===== src/rtl/mcb_port_model.sv =====
`default_nettype none
`timescale 1ns/1ps
// ============================================================================
// Module   : mcb_port_model
// Purpose  : On-chip RAM responder for the MCB-style user port (cmd/wr/rd
//            FIFOs). It emulates the DDR2 controller side so that burst
//            logic can run without external memory.
// Ports    : rst/mem_clk      - async active-high reset, single clock
//            calib_done_o     - model ready (CALIB_DELAY cycles after reset)
//            cmd_*            - command FIFO push side and flags
//            wr_*             - write-data FIFO push side, flags, errors
//            rd_*             - read-data FIFO (FWFT) pop side, flags, errors
//            cmd/wr/rd_clk_i  - tied to mem_clk externally, not used inside
// Revision : 1.0 - initial release
// ============================================================================

// Synchronous FIFO with exact occupancy count and first-word-fall-through head.
module mcb_fifo #(
  parameter int WIDTH = 8,
  parameter int DEPTH = 4,
  parameter int CW    = 3
) (
  input  logic             rst,
  input  logic             clk,
  input  logic             push_i,
  input  logic             pop_i,
  input  logic [WIDTH-1:0] din_i,
  output logic [WIDTH-1:0] dout_o,
  output logic             full_o,
  output logic             empty_o,
  output logic [CW-1:0]    count_o
);
  localparam int PW = (DEPTH > 1) ? $clog2(DEPTH) : 1;

  logic [WIDTH-1:0] mem_q [DEPTH];
  logic [PW-1:0]    wptr_q, rptr_q;
  logic [CW-1:0]    count_q;
  logic             do_push, do_pop;

  assign full_o  = (count_q == CW'(DEPTH));
  assign empty_o = (count_q == '0);
  assign count_o = count_q;
  assign do_push = push_i & ~full_o;
  assign do_pop  = pop_i & ~empty_o;
  assign dout_o  = mem_q[rptr_q];

  // Pointers wrap explicitly so DEPTH need not be a power of two.
  function automatic logic [PW-1:0] ptr_inc(input logic [PW-1:0] p);
    return (p == PW'(DEPTH - 1)) ? '0 : p + PW'(1);
  endfunction

  always_ff @(posedge clk) begin
    if (do_push) mem_q[wptr_q] <= din_i;
  end

  always_ff @(posedge clk or posedge rst) begin
    if (rst) begin
      wptr_q  <= '0;
      rptr_q  <= '0;
      count_q <= '0;
    end else begin
      if (do_push) wptr_q <= ptr_inc(wptr_q);
      if (do_pop)  rptr_q <= ptr_inc(rptr_q);
      if (do_push && !do_pop)      count_q <= count_q + CW'(1);
      else if (do_pop && !do_push) count_q <= count_q - CW'(1);
    end
  end
endmodule

`default_nettype wire


===== config.mk =====
export PLATFORM = sky130hd
export DESIGN_NAME = mcb_fifo
export DESIGN_NICKNAME = d
export VERILOG_FILES = /design/src/rtl/mcb_port_model.sv
export SDC_FILE = /design/constraint.sdc
export NUM_CORES = 1
export LEC_CHECK = 0
export CAP_MARGIN = 20
export CELL_PAD_IN_SITES_DETAIL_PLACEMENT = 1
export CELL_PAD_IN_SITES_GLOBAL_PLACEMENT = 2
export CORE_AREA = 2 2 75 70
export CTS_CLUSTER_DIAMETER = 40
export CTS_CLUSTER_SIZE = 14
export DETAILED_ROUTE_END_ITERATION = 8
export DIE_AREA = 0 0 77 72
export GPL_ROUTABILITY_DRIVEN = 0
export PLACE_DENSITY_LB_ADDON = 0.25
export SYNTH_ARGS = -nofsm -noshare
export SYNTH_HDL_FRONTEND = slang
export SYNTH_SLANG_ARGS = --single-unit

===== constraint.sdc =====
create_clock -name clk -period 1.85 [get_ports clk]
set_clock_uncertainty 0.1 [all_clocks]
set_input_delay 0.185 -clock clk [delete_from_list [all_inputs] [get_ports clk]]
set_output_delay 0.185 -clock clk [all_outputs]
set_load 0.03 [all_outputs]

After elaboration in Yosys (flattened, before gate mapping)

Memories as Yosys holds them, arrays and structs flattened.
Cells that the tools add are included.
W data, S select, Z words.

Equal/unequal tests: 3
Bitwise gates (word level): 4
$add $sub $neg: 4
Mux-type cells: 6
Reductions and logical operators: 6

Operators with widths:

| kind                  | count |
|---|---|
| $mux W3               | 2 |
| $add A2 B1 Y2 const B | 2 |
| $eq A2 B2 Y1 const B  | 2 |
| $mux W2               | 2 |
| $add A3 B1 Y3 const B | 1 |
| $eq A3 B3 Y1 const B  | 1 |
| $logic_not A3 Y1      | 1 |
| $sub A3 B1 Y3 const B | 1 |
| $and A1 B1 Y1         | 2 |
| $logic_and A1 B1 Y1   | 2 |
| $logic_not A1 Y1      | 2 |
| $mux W1               | 2 |
| $not A1 Y1            | 2 |
| $reduce_bool A2 Y1    | 1 |

Input port bits: 12
Logic and storage cells: 27
Bits in writable memories: 32
Output and inout port bits: 13
Memories kept: 1
Register bits after elaboration: 7

Memory list:

| name  | depth | width | rd ports | clocked after Yosys merged registers in | write ports | RTL line | text |
|---|---|---|---|---|---|---|---|
| mem_q | 4     | 8     | 1        | 0                                       | 1           | 35       | `logic [WIDTH-1:0] mem_q [DEPTH];` |

Depth between registers and ports, before layout

Gate-level depths: netlist of the first run.

Word-level depth: 7
Gate-level depth with buffers: 9
Gate-level depth less buffers: 8

Worst setup path after synthesis of the first run

OpenSTA, ideal clock, no wires.

Path type: register to register
Start: reg count_q[2] (netlist: count_o[2])
End: reg count_q[1] (netlist: count_o[1])
Cell stages (with the launch flop): 8
Path slack: -0.656 ns
Period minus slack after synthesis: 2.506 ns
Data arrival time: 2.281 ns
Cells stage by stage: dfrtp_1 > nor3b_2 > nor2b_1 > buf_2 > ha_1 > inv_1 > fa_1 > mux2_2

Cells in the longest elaborated chain, start to end: 6
Elaborated cells between the ends (all ways): 12
Those cells by class: eq/ne (1); mux (1); bitwise (4); reduce/logical (6)

RTL lines:

| element                             | RTL line | text |
|---|---|---|
| from (decl)                         | 37       | `logic [CW-1:0] count_q;` |
| from (signal assigned)              | 64       | `if (do_push && !do_pop) count_q <= count_q + CW'(1);` |
| from (signal assigned)              | 65       | `else if (do_pop && !do_push) count_q <= count_q - CW'(1);` |
| $eq A3 B3 Y1 (*)                    | 40       | `assign full_o = (count_q == CW'(DEPTH));` |
| net full_o                          | 29       | `output logic full_o,` |
| $not A1 Y1 (*)                      | 43       | `assign do_push = push_i & ~full_o;` |
| $and A1 B1 Y1 (*)                   | 43       |  |
| net do_push                         | 38       | `logic do_push, do_pop;` |
| $logic_not A1 Y1                    | 65       |  |
| $logic_and A1 B1 Y1                 | 65       |  |
| $reduce_bool A2 Y1 (no source line) | -        |  |

The timed path passes the listed nets; every way through them passes the cells marked *.
A chain may end at the register's enable or synchronous reset.

Final worst setup path of the first run

Start: reg count_q[1] (netlist: count_o[1])
End: reg count_q[1] (netlist: count_o[1])

Cells in the longest elaborated chain, start to end: 6
Elaborated cells between the ends (all ways): 15
Those cells by class: add/sub (2); eq/ne (1); mux (2); bitwise (4); reduce/logical (6)

RTL lines:

| element |
|---|
| parallel branches: the longest is 6 deep, another holds $sub A3 B1 Y3 |

Parallel ways; which one is timed is not known. The select of a mux whose other input is x is not followed.

==> flow_summary.yaml, run 1 <==
run_status:
  status: "finished, violations left"
  failed_checks: "setup timing"
synth:
  synth_mux_area_frac: 0.1454
  synth_warnings: 0
  ys_types: 19
  synthSimpleGateAreaFrac: 0.03831
  async_flop_share: 0.1795
  synth_edf_count: 32
  synth_xor_xnor_area_share: 0.01642
  syn-num-nets: 99
  synth_top_family_by_area: "multiplexers"
  ys.flop_type: "edfxtp_1"
  syn_area_um2: 1600
  synth_compound_area_frac: 0.01251
  avgSynthCellArea_um2: 20.00
  postSynthCellCount: 80
  synth_seq_area_share: 0.7099
  synth-seq-cells: 39
  post_synth_fa_ha_maj_area_fraction: 0.05942
route:
  drt-pass1-iter-count: 4
  wire_per_inst_um: 15.47
  num_vias: 869
  drc: 0
  drt_iter0_drc: 42
  wirelength_um: 2954
  avgViaCountPerCell: 4.550
  drtAntennaViolNets: 0
worst_setup_path:
  slowest_delay_ns: 0.45
  critPathLaunchType: "flip-flop"
  worstPathArrival_ns: 1.96
  worst_setup_path_end_kind: "flip-flop"
  crit_type: "reg2reg"
  cp.required_ns: 1.93
  path_max_fanout: 3
  critPathTopFamily: "adder cells"
  crit_path_top_delay_cell: "dfrtp_2"
  crit_chain: "nor3b_4, nor2b_2, ha_4, inv_2, fa_2, mux2_2"
  crit_buf_inv: 1
pwr:
  peakVddDrop_mv: 0.6979
  power.density_nw_per_um2: 1683
  p_total_w: 0.003686
  p_leak_nw: 0.8244
clocking:
  clkLatencyLatePin_ns: 0.29
  cts_tree: "built"
  cts_root_buf: "clkbuf_8"
  path_clk_slew_ns: 0.08
  cts_buffer_depth: 2
  numClockSinks: 39
  cts_inserted_buffers: 5
  htreeDepth: 2
  cts.hold.buffers_added: 0
global_route:
  antenna_found_initial: 0
  gr-total-overflow: 0
  grt_max_degree: 14
  grt_pass1_vias: 978
  grt_first_pass_wirelength_um: 5071
  track_usage: 0.1249
timing:
  min_period_over_period: 1.017
  worstMarginPinSlew_ns: 0.3266
  grt_setup_unrepaired: "true"
  slew_headroom: 0.7831
  layout_setup_ws_ns: -0.03221
  hold_viol_final: 0
  finalSetupViolCount: 2
  finalCriticalPeriod_ns: 1.882
  fmax_mhz: 531.3
  holdWs_ns: 0.03503
  report.final.slew_viol_count: 0
die:
  start_util: 0.3373
  die_area_um2: 5544
  row_count: 24
  design.core.area_um2: 4745
  io_pins: 25
  fp.dieH_um: 72
  die_w_um: 77
min_path:
  hp-class: "in2async"
finish:
  final_design_area_no_fill_um2: 2191
  drive_gt1_frac: 0.4365
  area_growth_syn_to_layout_pct: 36.90
  nNetsFinal: 144
  n_antenna_cell: 0
  fill_cells: 496
placement:
  hpwl_um: 2113
  portBuffers: 24
  placed_area_um2: 2086
run:
  drv_cap: 0
==> final timing paths <==
check / start / to / slack, ns / cells past startpoint
worst min-delay path: rst / wptr_q[0]$_DFFE_PP0P_ / 0.04 / 2
worst max register to register: count_o[1]$_DFFE_PP0P_ / count_o[1]$_DFFE_PP0P_ / -0.03 / 6
worst min register to register: wptr_q[1]$_DFFE_PP0P_ / wptr_q[1]$_DFFE_PP0P_ / 0.50 / 1
worst max-delay path: count_o[1]$_DFFE_PP0P_ / count_o[1]$_DFFE_PP0P_ / -0.03 / 6
min in group clk: din_i[2] / mem_q[0][2]$_DFFE_PP_ / 0.43 / 1
max in group asynchronous: rst / count_o[1]$_DFFE_PP0P_ / 1.36 / 2
==> where the power goes <==
group	total (W)	switching (W)	internal, W
combinational	0.00166	0.000857	0.000802
sequential	0.00132	0.000129	0.00120
clock	0.000703	0.000302	0.000401
total	0.00369	0.00129	0.00240
==> flip-flops by register name (all words and copies together) (netlist names) <==
signal   count
count_o      3
mem_q       32
rptr_q       2
wptr_q       2
==> layout by cell type, fill, tap and decap left out, types with 3 or more instances in the layout <==
| cell type | Yosys | layout |
|---|---|---|
| inv_1 | 4 | 3 |
| clkbuf_8 | 0 | 5 |
| dfrtp_1 | 7 | 4 |
| mux4_2 | 8 | 8 |
| buf_4 | 0 | 12 |
| ha_1 | 6 | 5 |
| dfrtp_2 | 0 | 3 |
| edfxtp_1 | 32 | 32 |
| clkdlybuf4s50_1 | 0 | 13 |
| buf_2 | 2 | 8 |
| buf_12 | 0 | 4 |
| and2_1 | 4 | 4 |
==> kinds of logic after synthesis <==
group,Yosys count
XOR/XNOR,3
AO/OA/AOI/OAI,2
multiplexers,12
buffers and inverters,7
adder cells (fa/ha/maj),7
flip-flops,39
AND/OR/NAND/NOR,10
==> stage by stage <==
step                      setup TNS (ns)  setup slack, ns  utilization  std cells
after global placement           -0.6564          -0.1808       0.4396        180
final                           -0.06363         -0.03221       0.4618        191
after global routing             -0.2994          -0.1743       0.4618        191
after floorplan                  -0.6138          -0.3767            -         80
after CTS                        -0.1789         -0.08445       0.4631        191
after detailed placement          -1.282          -0.2898       0.4396        180
==> timing repair <==
action / 4_1_cts / 5_1_grt
resized for setup: 44 / 6
buffers inserted: 3 / 0
pin swaps: 3 / 1
endpoints found under the setup margin: 12 / 7
==> synthesized netlist by cell type (2+ instances only) <==
cell | n | share of area
and2_1 | 4 | 0.016
buf_2 | 2 | 0.0063
dfrtp_1 | 7 | 0.11
edfxtp_1 | 32 | 0.60
ha_1 | 6 | 0.047
inv_1 | 4 | 0.0094
mux2_2 | 2 | 0.014
mux2_4 | 2 | 0.019
mux4_2 | 8 | 0.11
nor2_1 | 2 | 0.0047
nor3_1 | 2 | 0.0063
xor2_1 | 2 | 0.011
==> cell type report <==
cell class                 count  area [µm²]  share of cell area
sequential                    39        1140              0.5203
multi-input combinational     34       467.9              0.2136
clock inverter                 3       43.79             0.01999
tap                           65       81.33             0.03712
clock buffer                   5       68.82             0.03141
timing repair buffer          41       374.1              0.1708
inverter                       4       15.01            0.006853
==> metal layers <==
metal,up-vias,routed length [µm],GRT usage
met2,15,1572,0.2154
met3,5,100,0.03358
met5,-,0,0
met1,451,1237,0.1475
met4,0,44,0.05952
li1,398,-,-
No activity file was read; power rests on OpenSTA's default activity.
==> inputs of run 2 (changes only) <==
--- a/config.mk
+++ b/config.mk
@@ -10,10 +10,10 @@
 export CELL_PAD_IN_SITES_GLOBAL_PLACEMENT = 2
 export CORE_AREA = 2 2 75 70
 export CTS_CLUSTER_DIAMETER = 40
-export CTS_CLUSTER_SIZE = 14
 export DETAILED_ROUTE_END_ITERATION = 8
 export DIE_AREA = 0 0 77 72
 export GPL_ROUTABILITY_DRIVEN = 0
+export MAX_ROUTING_LAYER = met4
 export PLACE_DENSITY_LB_ADDON = 0.25
 export SYNTH_ARGS = -nofsm -noshare
 export SYNTH_HDL_FRONTEND = slang
==> flow_summary.yaml, run 2 (same netlist as run 1, synthesis figures left out) <==
run_status:
  status: "finished, violations left"
  failed_checks: "setup timing"
timing:
  finalSetupViolCount: 2
  worstMarginPinSlew_ns: 0.3264
  holdWs_ns: 0.03500
  finalCriticalPeriod_ns: 1.886
  grt_setup_unrepaired: "true"
  layout_setup_ws_ns: -0.03605
  setup_tns_ns: -0.06770
  min_period_over_period: 1.019
  fmax_mhz: 530.2
  hold_viol_final: 0
  slew_headroom: 0.7833
  report.final.slew_viol_count: 0
global_route:
  grt_max_degree: 14
  track_usage: 0.1288
  gr-total-overflow: 0
  grt_pass1_vias: 977
  antenna_found_initial: 0
  grt_first_pass_wirelength_um: 5064
pwr:
  peakVddDrop_mv: 0.6973
  p_leak_nw: 0.8244
  power.density_nw_per_um2: 1683
  p_total_w: 0.003687
finish:
  utilization: 0.4618
  largest_reg_flops: 32
  drive_gt1_frac: 0.4365
  fill_cells: 496
  n_antenna_cell: 0
  multi_input_area_um2: 467.9
  largest-register: "mem_q"
  regArea_um2: 1140
  nNetsFinal: 144
  mostFrequentLayoutCells: "edfxtp_1, clkdlybuf4s50_1, buf_4"
  final_common_cell: "edfxtp_1"
  area_growth_syn_to_layout_pct: 36.90
die:
  start_util: 0.3373
  die_area_um2: 5544
  fp.dieH_um: 72
  design.core.area_um2: 4745
  io_pins: 25
  die_w_um: 77
  row_count: 24
placement:
  hpwl_um: 2113
  portBuffers: 24
worst_setup_path:
  worstPathArrival_ns: 1.96
  crit_cells: 6
  regToRegStartpoint: "count_o[1]$_DFFE_PP0P_"
  crit_end: "count_o[1]$_DFFE_PP0P_"
  cp.required_ns: 1.93
  slowest_delay_ns: 0.45
  path_max_fanout: 3
  r2r_cells: 6
  worst_setup_path_end_kind: "flip-flop"
  rrSetupSlack_ns: -0.04
  critPathTopFamily: "adder cells"
  crit_start: "count_o[1]$_DFFE_PP0P_"
  crit_buf_inv: 1
  critPathLaunchType: "flip-flop"
  crit_path_top_delay_cell: "dfrtp_2"
  crit_type: "reg2reg"
  crit_chain: "nor3b_4, nor2b_2, ha_4, inv_2, fa_2, mux2_2"
  reg2reg_to: "count_o[1]$_DFFE_PP0P_"
route:
  avgViaCountPerCell: 4.565
  num_vias: 872
  drtAntennaViolNets: 0
  drt_iter0_drc: 43
  wire_per_inst_um: 15.43
  wirelength_um: 2948
  drt-pass1-iter-count: 4
  drc: 0
clocking:
  numClockSinks: 39
  cts_tree: "built"
  cts_root_buf: "clkbuf_8"
  htreeDepth: 2
  path_clk_slew_ns: 0.08
  cts_buffer_depth: 2
  clkLatencyLatePin_ns: 0.29
  cts_inserted_buffers: 5
  cts.hold.buffers_added: 0
min_path:
  hp-class: "in2async"
run:
  drv_cap: 0
run 2: per-stage QoR:
stage                     instance area, µm²  instances  setup WS, ns
after CTS                               2197        191      -0.08445
after detailed placement                2086        180       -0.2898
after global routing                    2191        191       -0.1743
after floorplan                         1625         80       -0.3767
final                                   2191        191      -0.03605
after global placement                  2086        180       -0.1808
run 2: how the worst min path moves through the flow:
stage | from | endpoint | slack [ns] | depth (start not counted)
2_1_floorplan | rst | rptr_q[0]$_DFFE_PP0P_ | -0.11 | 1
3_3_place_gp | rst | rptr_q[0]$_DFFE_PP0P_ | 0.35 | 2
3_5_place_dp | rst | rptr_q[0]$_DFFE_PP0P_ | 0.36 | 2
4_1_cts | rst | wptr_q[0]$_DFFE_PP0P_ | 0.05 | 2
5_1_grt | rst | wptr_q[0]$_DFFE_PP0P_ | 0.06 | 2
6_report | rst | wptr_q[0]$_DFFE_PP0P_ | 0.04 | 2
run 2: repair_timing:
item,in CTS,in global routing
buffers inserted,3,0
resized for setup,44,6
setup endpoints to repair,12,7
pin swaps,3,1
run 2: layout make-up:
cell class / instances / share of cell area
inverter: 4 / 0.006853
sequential: 39 / 0.5203
timing repair buffer: 41 / 0.1708
clock inverter: 3 / 0.01999
tap: 65 / 0.03712
clock buffer: 5 / 0.03141
multi-input combinational: 34 / 0.2136
run 2: worst register-to-register path, stage by stage, from the launching register on:
cell and delay (ns):
dfrtp_2 0.45, nor3b_4 0.24, nor2b_2 0.09, ha_4 0.17, inv_2 0.05, fa_2 0.41, mux2_2 0.27
run 2: metal layers:
metal	global-route usage	vias up	part of all wire
met5	-	-	0
met4	0.05952	0	0.014
met3	0.03358	4	0.034
met2	0.2154	15	0.54
met1	0.1475	455	0.41
li1	-	398	-
run 2: where the power goes:
group / total (W) / switching [W] / internal, W
Clock: 0.000705 / 0.000303 / 0.000401
Combinational: 0.00166 / 0.000857 / 0.000802
Sequential: 0.00132 / 0.000128 / 0.00120
Total: 0.00369 / 0.00129 / 0.00240
==> inputs of run 3 (changes only) <==
--- a/config.mk
+++ b/config.mk
@@ -5,13 +5,14 @@
 export SDC_FILE = /design/constraint.sdc
 export NUM_CORES = 1
 export LEC_CHECK = 0
+export ABC_AREA = 1
 export CAP_MARGIN = 20
 export CELL_PAD_IN_SITES_DETAIL_PLACEMENT = 1
 export CELL_PAD_IN_SITES_GLOBAL_PLACEMENT = 2
-export CORE_AREA = 2 2 75 70
+export CORE_AREA = 2 2 82 76
 export CTS_CLUSTER_DIAMETER = 40
 export DETAILED_ROUTE_END_ITERATION = 8
-export DIE_AREA = 0 0 77 72
+export DIE_AREA = 0 0 84 78
 export GPL_ROUTABILITY_DRIVEN = 0
 export MAX_ROUTING_LAYER = met4
 export PLACE_DENSITY_LB_ADDON = 0.25
==> flow_summary.yaml, run 3 <==
run_status:
  status: "finished clean"
clocking:
  cts_tree: "built"
  cts_buffer_depth: 2
  path_clk_slew_ns: 0.08
  numClockSinks: 39
  cts_root_buf: "clkbuf_8"
  htreeDepth: 2
  cts_inserted_buffers: 5
  cts.hold.buffers_added: 0
  clkLatencyLatePin_ns: 0.30
die:
  die_area_um2: 6552
  start_util: 0.3124
  row_count: 26
  fp.dieH_um: 78
  design.core.area_um2: 5628
  io_pins: 25
  die_w_um: 84
timing:
  min_period_over_period: 0.9664
  worstMarginPinSlew_ns: 0.3286
  hold_viol_final: 0
  slew_headroom: 0.7807
  finalCriticalPeriod_ns: 1.788
  report.final.slew_viol_count: 0
  finalSetupViolCount: 0
  setup_tns_ns: 0
  fmax_mhz: 559.4
  grt_setup_unrepaired: "true"
route:
  wirelength_um: 3735
  drc: 0
  num_vias: 1208
  drt_iter0_drc: 49
  wire_per_inst_um: 13.99
  drt-pass1-iter-count: 4
  drtAntennaViolNets: 0
  avgViaCountPerCell: 4.524
worst_setup_path:
  crit_path_top_delay_cell: "dfrtp_2"
  slowest_delay_ns: 0.42
  crit_cells: 10
  worst_setup_path_end_kind: "flip-flop"
  path_max_fanout: 2
  crit_buf_inv: 2
  regToRegStartpoint: "count_o[0]$_DFFE_PP0P_"
  cp.required_ns: 1.94
  critPathTopFamily: "adder cells"
  worstPathArrival_ns: 1.88
  crit_start: "count_o[0]$_DFFE_PP0P_"
  crit_chain: "inv_2, nand3_2, nand2_2, ha_4, inv_4, fa_2, nand2_2, nand3_2, nand2_1, nand2_1"
  critPathLaunchType: "flip-flop"
  r2r_cells: 10
  crit_type: "reg2reg"
finish:
  fill_cells: 636
  drive_gt1_frac: 0.2487
  utilization: 0.4022
  mostFrequentLayoutCells: "nand2_1, edfxtp_1, inv_1"
  largest_reg_flops: 32
  nNetsFinal: 215
  area_growth_syn_to_layout_pct: 28.75
  largest-register: "mem_q"
  final_common_cell: "nand2_1"
  n_antenna_cell: 0
min_path:
  hp-class: "in2async"
synth:
  synth-seq-cells: 39
  synth_edf_count: 32
  ys_types: 14
  synth_top_area_frac: 0.5466
  synth_seq_area_share: 0.6463
  ys.flop_type: "edfxtp_1"
  synth_warnings: 0
  yosysTopAreaCell: "edfxtp_1"
  async_flop_share: 0.1795
  avgSynthCellArea_um2: 11.34
  yosys.cell_count.top_type: "nand2_1"
  syn_area_um2: 1758
  synthTopCellsByArea: "edfxtp_1, dfrtp_1, nand2_1"
  yosys-top-cells-count: "nand2_1, inv_1, edfxtp_1"
  syn-num-nets: 174
  postSynthCellCount: 155
pwr:
  p_leak_nw: 0.9656
  power.density_nw_per_um2: 1667
  p_total_w: 0.003772
  peakVddDrop_mv: 0.7261
global_route:
  grt_first_pass_wirelength_um: 6023
  antenna_found_initial: 0
  track_usage: 0.1259
  gr-total-overflow: 0
  grt_pass1_vias: 1303
  grt_max_degree: 36
placement:
  portBuffers: 24
  hpwl_um: 2675
run:
  drv_cap: 0
[run 3: metrics by stage]
stage               area (µm²)  std cells  setup slack [ns]  hold WS, ns
floorplan                 1769        155        -0.0005561      -0.1118
global route              2263        267          -0.04874      0.09029
global placement          2111        256          -0.03892       0.3500
CTS                       2212        265         0.0001730      0.03792
detailed placement        2111        256           -0.1611       0.3619
finish                    2263        267           0.06222      0.02649
[run 3: power breakdown]
group          switching, W  internal [W]
Sequential         0.000102       0.00119
Combinational       0.00118      0.000737
Clock              0.000304      0.000262
[run 3: routing by layer]
layer	global-route usage	vias to the layer above	part of all wire
met5	-	-	0
met2	0.2232	22	0.55
met3	0.04149	5	0.043
li1	-	586	-
met1	0.1292	595	0.39
met4	0.05000	0	0.014
[run 3: worst paths after layout]
path                            slack (ns)                endpoint
worst max-delay path                  0.06  count_o[2]$_DFFE_PP0P_
worst min-delay path                  0.03   wptr_q[0]$_DFFE_PP0P_
worst max register to register        0.06  count_o[2]$_DFFE_PP0P_
worst min register to register        0.47   wptr_q[1]$_DFFE_PP0P_
max in group asynchronous             1.37  count_o[2]$_DFFE_PP0P_
min in group clk                      0.42   mem_q[3][3]$_DFFE_PP_
[run 3: worst reg2reg max path: cells and delay by family (launching register included)]
family | cells | cell delay [ns]
buf+inv | 2 | 0.13
flops | 1 | 0.42
fa+ha+maj | 2 | 0.54
simple gates | 6 | 0.50
[run 3: logic make-up (layout without fill, tap and decap cells)]
logic type,Yosys count,count (layout),synth area share
buffers and inverters,38,80,0.1025
xor gates and xnor gates,1,1,0.004983
and+or+nand+nor,53,53,0.1210
DFF,39,39,0.6463
adders and majority gates,7,7,0.05409
AOI/OAI and AO/OA,17,17,0.07117
[run 3: timing repair]
item                                    4_1_cts  5_1_grt
buffers inserted                              1        2
endpoints found under the setup margin        3        3
pin swaps                                     0        6
gates resized for setup                       5       12
[run 3: final cells by class]
cell class                      count  area, µm²  area share
Clock buffer                        5      68.82     0.03040
Timing Repair Buffer               39      331.6      0.1465
Sequential cell                    39       1140      0.5036
Tap cell                           70      87.58     0.03870
Inverter                           33      128.9     0.05694
Clock inverter                      3      20.02    0.008845
Multi-Input combinational cell     78      486.7      0.2150
